`src/rtl/oam_dma_controller.sv`:
```
`default_nettype none
// ============================================================================
// Module      : oam_dma_controller
// Description : Sprite-memory DMA engine. A CPU write to 16'h4014 halts the
//               CPU and copies one 256-byte page to the OAM data port 16'h2004.
// Revision    : 1.0 - initial release
// ============================================================================
module oam_dma_controller (
    input  logic        clk_ph2,
    input  logic        rst,
    input  logic [15:0] cpu_addr,
    input  logic [7:0]  cpu_dout,
    input  logic        cpu_rw,
    input  logic [7:0]  mem_din,
    output logic [15:0] bus_addr,
    output logic [7:0]  bus_dout,
    output logic        bus_rw,
    output logic        cpu_rdy,
    output logic        dma_busy
);

    localparam logic [15:0] C_DMA_REG_ADDR  = 16'h4014;
    localparam logic [15:0] C_OAM_DATA_ADDR = 16'h2004;

    typedef enum logic [2:0] {
        IDLE  = 3'd0,
        HALT  = 3'd1,
        ALIGN = 3'd2,
        READ  = 3'd3,
        WRITE = 3'd4
    } state_t;

    state_t     r_state;
    state_t     w_state_next;
    logic [7:0] r_page;
    logic [7:0] r_index;
    logic [7:0] r_data;
    logic       r_parity;
    logic       w_trigger;

    assign w_trigger = (r_state == IDLE) && !cpu_rw && (cpu_addr == C_DMA_REG_ADDR);

    always_ff @(posedge clk_ph2 or negedge rst) begin
        if (!rst) begin
            r_state <= IDLE;
        end else begin
            r_state <= w_state_next;
        end
    end

    always_comb begin
        w_state_next = r_state;
        bus_addr     = cpu_addr;
        bus_dout     = cpu_dout;
        bus_rw       = cpu_rw;
        cpu_rdy      = 1'b0;
        case (r_state)
            IDLE: begin
                cpu_rdy = 1'b1;
                if (w_trigger) begin
                    w_state_next = HALT;
                end
            end
            HALT: begin
                w_state_next = r_parity ? ALIGN : READ;
            end
            ALIGN: begin
                // Dummy read cycle on the CPU's own address to reach even parity
                bus_rw       = 1'b1;
                w_state_next = READ;
            end
            READ: begin
                bus_addr     = {r_page, r_index};
                bus_rw       = 1'b1;
                w_state_next = WRITE;
            end
            WRITE: begin
                bus_addr     = C_OAM_DATA_ADDR;
                bus_rw       = 1'b0;
                bus_dout     = r_data;
                w_state_next = (r_index == 8'hFF) ? IDLE : READ;
            end
            default: begin
                w_state_next = IDLE;
            end
        endcase
    end

    assign dma_busy = ~cpu_rdy;

    always_ff @(posedge clk_ph2 or negedge rst) begin
        if (!rst) begin
            r_page   <= 8'h00;
            r_index  <= 8'h00;
            r_data   <= 8'h00;
            r_parity <= 1'b0;
        end else begin
            r_parity <= ~r_parity;
            if (w_trigger) begin
                r_page  <= cpu_dout;
                r_index <= 8'h00;
            end
            if (r_state == READ) begin
                r_data <= mem_din;
            end
            if (r_state == WRITE) begin
                r_index <= r_index + 8'd1;
            end
        end
    end

endmodule
`default_nettype wire

```
`config.mk`:
```
export PLATFORM = sky130hd
export DESIGN_NAME = oam_dma_controller
export DESIGN_NICKNAME = d
export VERILOG_FILES = /design/src/rtl/oam_dma_controller.sv
export SDC_FILE = /design/constraint.sdc
export NUM_CORES = 1
export LEC_CHECK = 0
export CORE_UTILIZATION = 40
export DETAILED_ROUTE_END_ITERATION = 8
export PLACE_DENSITY_LB_ADDON = 0.25
export SYNTH_ARGS = -nofsm -noshare
export SYNTH_HDL_FRONTEND = slang
export SYNTH_SLANG_ARGS = --single-unit
```
`constraint.sdc`:
```
create_clock -name clk_ph2 -period 2.4 [get_ports clk_ph2]
set_input_delay 0.48 -clock clk_ph2 [delete_from_list [all_inputs] [get_ports clk_ph2]]
set_output_delay 0.48 -clock clk_ph2 [all_outputs]
set_load 0.05 [all_outputs]
```
# Word level (Yosys, flattened, before mapping)
# Index checks and enable logic that the tools add are counted.
[totals] in_bits=35 regBits=28 elab_cells=31
[op_classes] bitwise_logic=2 n_reduce_logical=6 mux=10 eq_ne=7 addsub=1
[ops] cell="$pmux W16 S2" n=1
[ops] cell="$mux W8" n=3
[ops] cell="$eq A16 B15 Y1 const B" n=1
[ops] cell="$pmux W3 S5" n=1
[ops] cell="$add A8 B1 Y8 const B" n=1
[ops] cell="$eq A8 B8 Y1 const B" n=1
[ops] cell="$eq A3 B2 Y1 const B" n=2
[ops] cell="$eq A3 B1 Y1 const B" n=1
[ops] cell="$eq A3 B3 Y1 const B" n=1
[ops] cell="$logic_not A3 Y1" n=1
[ops] cell="$mux W3" n=1
[ops] cell="$logic_and A1 B1 Y1" n=2
[ops] cell="$mux W1" n=2
[ops] cell="$mux W2" n=1
[ops] cell="$ne A2 B2 Y1 const B" n=1
[ops] cell="$not A1 Y1" n=2
[ops] cell="$pmux W1 S2" n=1
[ops] cell="$reduce_bool A2 Y1" n=1
[ops] cell="$reduce_or A2 Y1" n=1
[ops] cell="$logic_not A1 Y1" n=1

# Depth between registers and ports, before layout
[logic_depth] ltp_word=5 ltp_mapped=7 ltp_nobuf=5

# Worst setup path before layout
# OpenSTA, ideal clock, no wires.
[synth_path] kind="reg2out" startpoint="reg r_state[0]" endpoint="out bus_dout[0]" n_path_buf=3 arrival_time_ps=1665 setup_slack_ps=255 stages_incl_launch_ff=7 path_cell_list="dfrtp_1 buf_6 or3b_2 buf_2 buf_1 nand2_1 nand2_1"
[synth_via] elab_chain_len=2
[synth_rtl] element="from (decl)" line="33" rtl="state_t r_state;"
[synth_rtl] element="from (signal assigned)" line="47" rtl="r_state <= w_state_next;"
[synth_rtl] element="$eq A3 B3 Y1" line="57" rtl="case (r_state)"
[synth_rtl] element="$mux W8" line="57"
[synth_rtl] element="to (decl)" line="16" rtl="output logic [7:0] bus_dout,"
# Every way passes these cells.

# Worst setup path after layout
[layout_path] startpoint="reg r_state[0]" endpoint="out bus_addr[13]"
[layout_via] elab_chain_len=2 elab_cells_between_ends=3 cone_classes="2 x eq/ne; 1 x mux"
[layout_rtl] element="$eq A3 B3 Y1 or $eq A3 B2 Y1 (tied branches)" line="57"
[layout_rtl] element="$pmux W16 S2 (*)" line="57"
[layout_rtl] element="to (decl)" line="15" rtl="output logic [15:0] bus_addr,"
# Mark *: on every way between the ends. The rest lies on a longest branch, timed or not.

==> flow_summary.ini <==
[final_layout]
drive_gt1_share_pct = 27.8
final_core_util_pct = 62.8
antenna_cells = 0
final_cell_mix = clkdlybuf4s50_1 (34), nand2_1 (32), dfrtp_1 (27), buf_4 (22), a22o_1 (14)
layout_commonest_cell = clkdlybuf4s50_1
final_nets = 254
area_growth_pct = 48.3

[worst_setup_path]
crit_top_cell = nand2_1
cp.arrival_ns = 1.81
cp_max_fo = 25
crit_required_ns = 1.92
crit_chain = nand2_1 > nor2_2 > buf_6 > mux2i_1 > nand2_1 > buf_4
cpPeakStageDelay_ns = 0.50
cpMaxStageDelayCell = dfrtp_1
critPathKind = reg -> out
end_kind = output pin
start_kind = register

[yosys]
synth_seq_cells = 28
synth_compound_area_share_pct = 13.3
synth-adder-area-share_pct = 0.789
seq_area_frac_synth_pct = 44.2
synth_top_family_by_area = simple AND/OR/NAND/NOR gates
synthXorXnorAreaFrac_pct = 2.21
synth_mux_area_share_pct = 14.0
yosys_warnings = 0
synth_nets = 191
synth.distinct_cells = 42
synth.avg_cell_area_um2 = 10.2
synthCells = 155
synthSimpleGateAreaFrac_pct = 20.8
syn_area_mm2 = 0.00159

[power_and_ir_drop]
finalPower_mw = 2.77
p_comb_share_pct = 61.2
net-switching-power_mw = 1.36
clkPwrFrac_pct = 9.4
vdd_drop_max_uv = 593
internal-power_mw = 1.41
powerDensity_mw_per_mm2 = 1180
pwr-share-seq_pct = 29.4
power_leakage_nw = 1.11
swShare_pct = 49.0

[timing]
setup_viol = 0
rsz0062_at_grt = false
fmax_ghz = 0.437
fin_crit_sh_pct = 95.3
period_needed_ns = 2.29
tns_ns = 0
hold_viol = 0
tightest_slew_ns = 0.505
slew_viol_final = 0
layout_setup_ws_ns = 0.114
skew_ns = 0.00458
maxSlewHeadroom_pct = 66.3
holdWs_ns = 0.429

[placement]
place_congestion = 0.757
place_ws_ns = 0.0357
portBuffers = 61
dp_hpwl_um = 3060

[floorplanning]
die_width_um = 65.0
initial_core_util_pct = 42.4
coreArea_mm2 = 0.00374
die-area_mm2 = 0.00422
ioPinCount = 62
die_h_um = 65.0
row_count = 22

[route]
avgViaCountPerCell = 5.42
wl_per_cell_um = 15.9
drt_iter0_drc = 65
first_pass_iters = 4
antenna_left = 0
route.detailed.drc = 0
drt_wl_total_um = 4190
route.vias.total = 1432

[hold_path]
min_path_type = reg -> reg

[clock_network]
clock_path_buffers = 2
cts_sinks = 28
cts_root_buf = clkbuf_8
holdBufCountCts = 0
cts.clk_slew.worst_paths_ns = 0.09
cts_tree = done
postCtsSetupRepairBufs = 0
cts_buffers = 3
worstSkewPairLatency_ns = 0.28
htree_levels = 1

[global_route]
grt_usage_pct = 21.5
grt_pass1_wl_um = 6760
grt_pass1_vias = 1446
antenna_found_initial = 0
grt_max_degree = 29
gr-total-overflow = 0

[flow_run]
drv_cap = 0

[run_status]
outcome = finished, final reports clean
-- cells by family after synthesis --
group                      Yosys count
muxes                               19
buffers and inverters               13
adders and majority gates            1
AOI/OAI and AO/OA                   29
and+or+nand+nor                     61
xor gates and xnor gates             4
DFF                                 28
-- state kept, by name, summed over array words and instances, names as in the netlist --
signal,count
r_page,8
r_data,8
r_state,3
r_parity,1
r_index,8
-- per-layer routing --
| metal | global-route usage, % | share of wire (%) | vias up |
|---|---|---|---|
| li1 | - | - | 676 |
| met1 | 27.9 | 43 | 692 |
| met2 | 36.5 | 49 | 60 |
| met3 | 2.64 | 6.8 | 4 |
| met4 | 7.22 | 1.1 | 0 |
| met5 | 0 | 0 | - |
-- power by group through the flow --
| stage | Clock (mW) | Sequential, mW | Combinational, mW |
|---|---|---|---|
| after global routing | 0.293 | 0.839 | 1.80 |
| final | 0.259 | 0.814 | 1.69 |
| after detailed placement | 0 | 0.821 | 1.68 |
| after CTS | 0.263 | 0.810 | 1.69 |
| after floorplan | 0 | 0.741 | 1.20 |
| after global placement | 0 | 0.802 | 1.65 |
-- synth_stat cells (all sizes together) --
library cell	n	area, um^2
nor3b	1	12.5
nand2b	1	6.26
dfrtp	28	701
nor2b	2	12.5
a211o	1	8.76
a21oi	2	10.0
a211oi	1	7.51
nor4	2	12.5
o31ai	1	7.51
nand3	1	5.00
inv	3	11.3
a22o	14	123
nand3b	1	7.51
clkbuf	3	11.3
and4	1	8.76
xnor2	1	8.76
clkinv	1	5.00
nor2	8	46.3
mux2i	3	30.0
mux2	16	191
ha	1	12.5
and3	1	6.26
or3b	1	8.76
o211ai	1	7.51
nor3	2	10.0
a31oi	1	6.26
xor2	3	26.3
o21ai	7	35.0
nand4	5	46.3
o22ai	1	6.26
nand2	32	120
buf	6	47.5
nor4bb	1	10.0
or3	2	17.5
-- area by class of cell --
type | count | area (um^2)
clock buffers | 3 | 41.3
fillers | 330 | 1390
inverters | 4 | 16.3
multi-input cells | 114 | 823
flip-flops and latches | 28 | 702
well taps | 48 | 60.1
repair buffers | 67 | 709
-- critical path: cells and delay by family (launching register included) --
family	cells	cell delay, ns
buffers and inverters	2	0.47
and+or+nand+nor	3	0.35
muxes	1	0.22
DFF	1	0.50
-- final timing paths --
| check | slack, ns | cells after the start | end | from |
|---|---|---|---|---|
| setup / recovery | 0.11 | 6 | bus_addr[13] | r_state[0]$_DFFE_PN0P_ |
| hold / removal | 0.43 | 1 | r_parity$_DFF_PN0_ | r_parity$_DFF_PN0_ |
| setup reg to reg | 0.60 | 5 | r_page[4]$_DFFE_PN0P_ | r_state[0]$_DFFE_PN0P_ |
| hold reg to reg | 0.43 | 1 | r_parity$_DFF_PN0_ | r_parity$_DFF_PN0_ |
| max in group asynchronous | 1.52 | 2 | r_state[1]$_DFFE_PN0P_ | rst |
| min in group asynchronous | 0.58 | 2 | r_state[2]$_DFFE_PN0P_ | rst |
-- per-stage QoR --
step	cell area (um^2)	std cells
floorplan	1590	155
global placement	2290	261
detailed placement	2290	261
CTS	2340	264
global route	2350	264
finish	2350	264
-- what timing repair did --
action                                  4_1_cts  5_1_grt
pin swaps                                     0        0
endpoints found under the setup margin       14       25
resized for setup                             1        5
(Power assumes the default switching activity.)
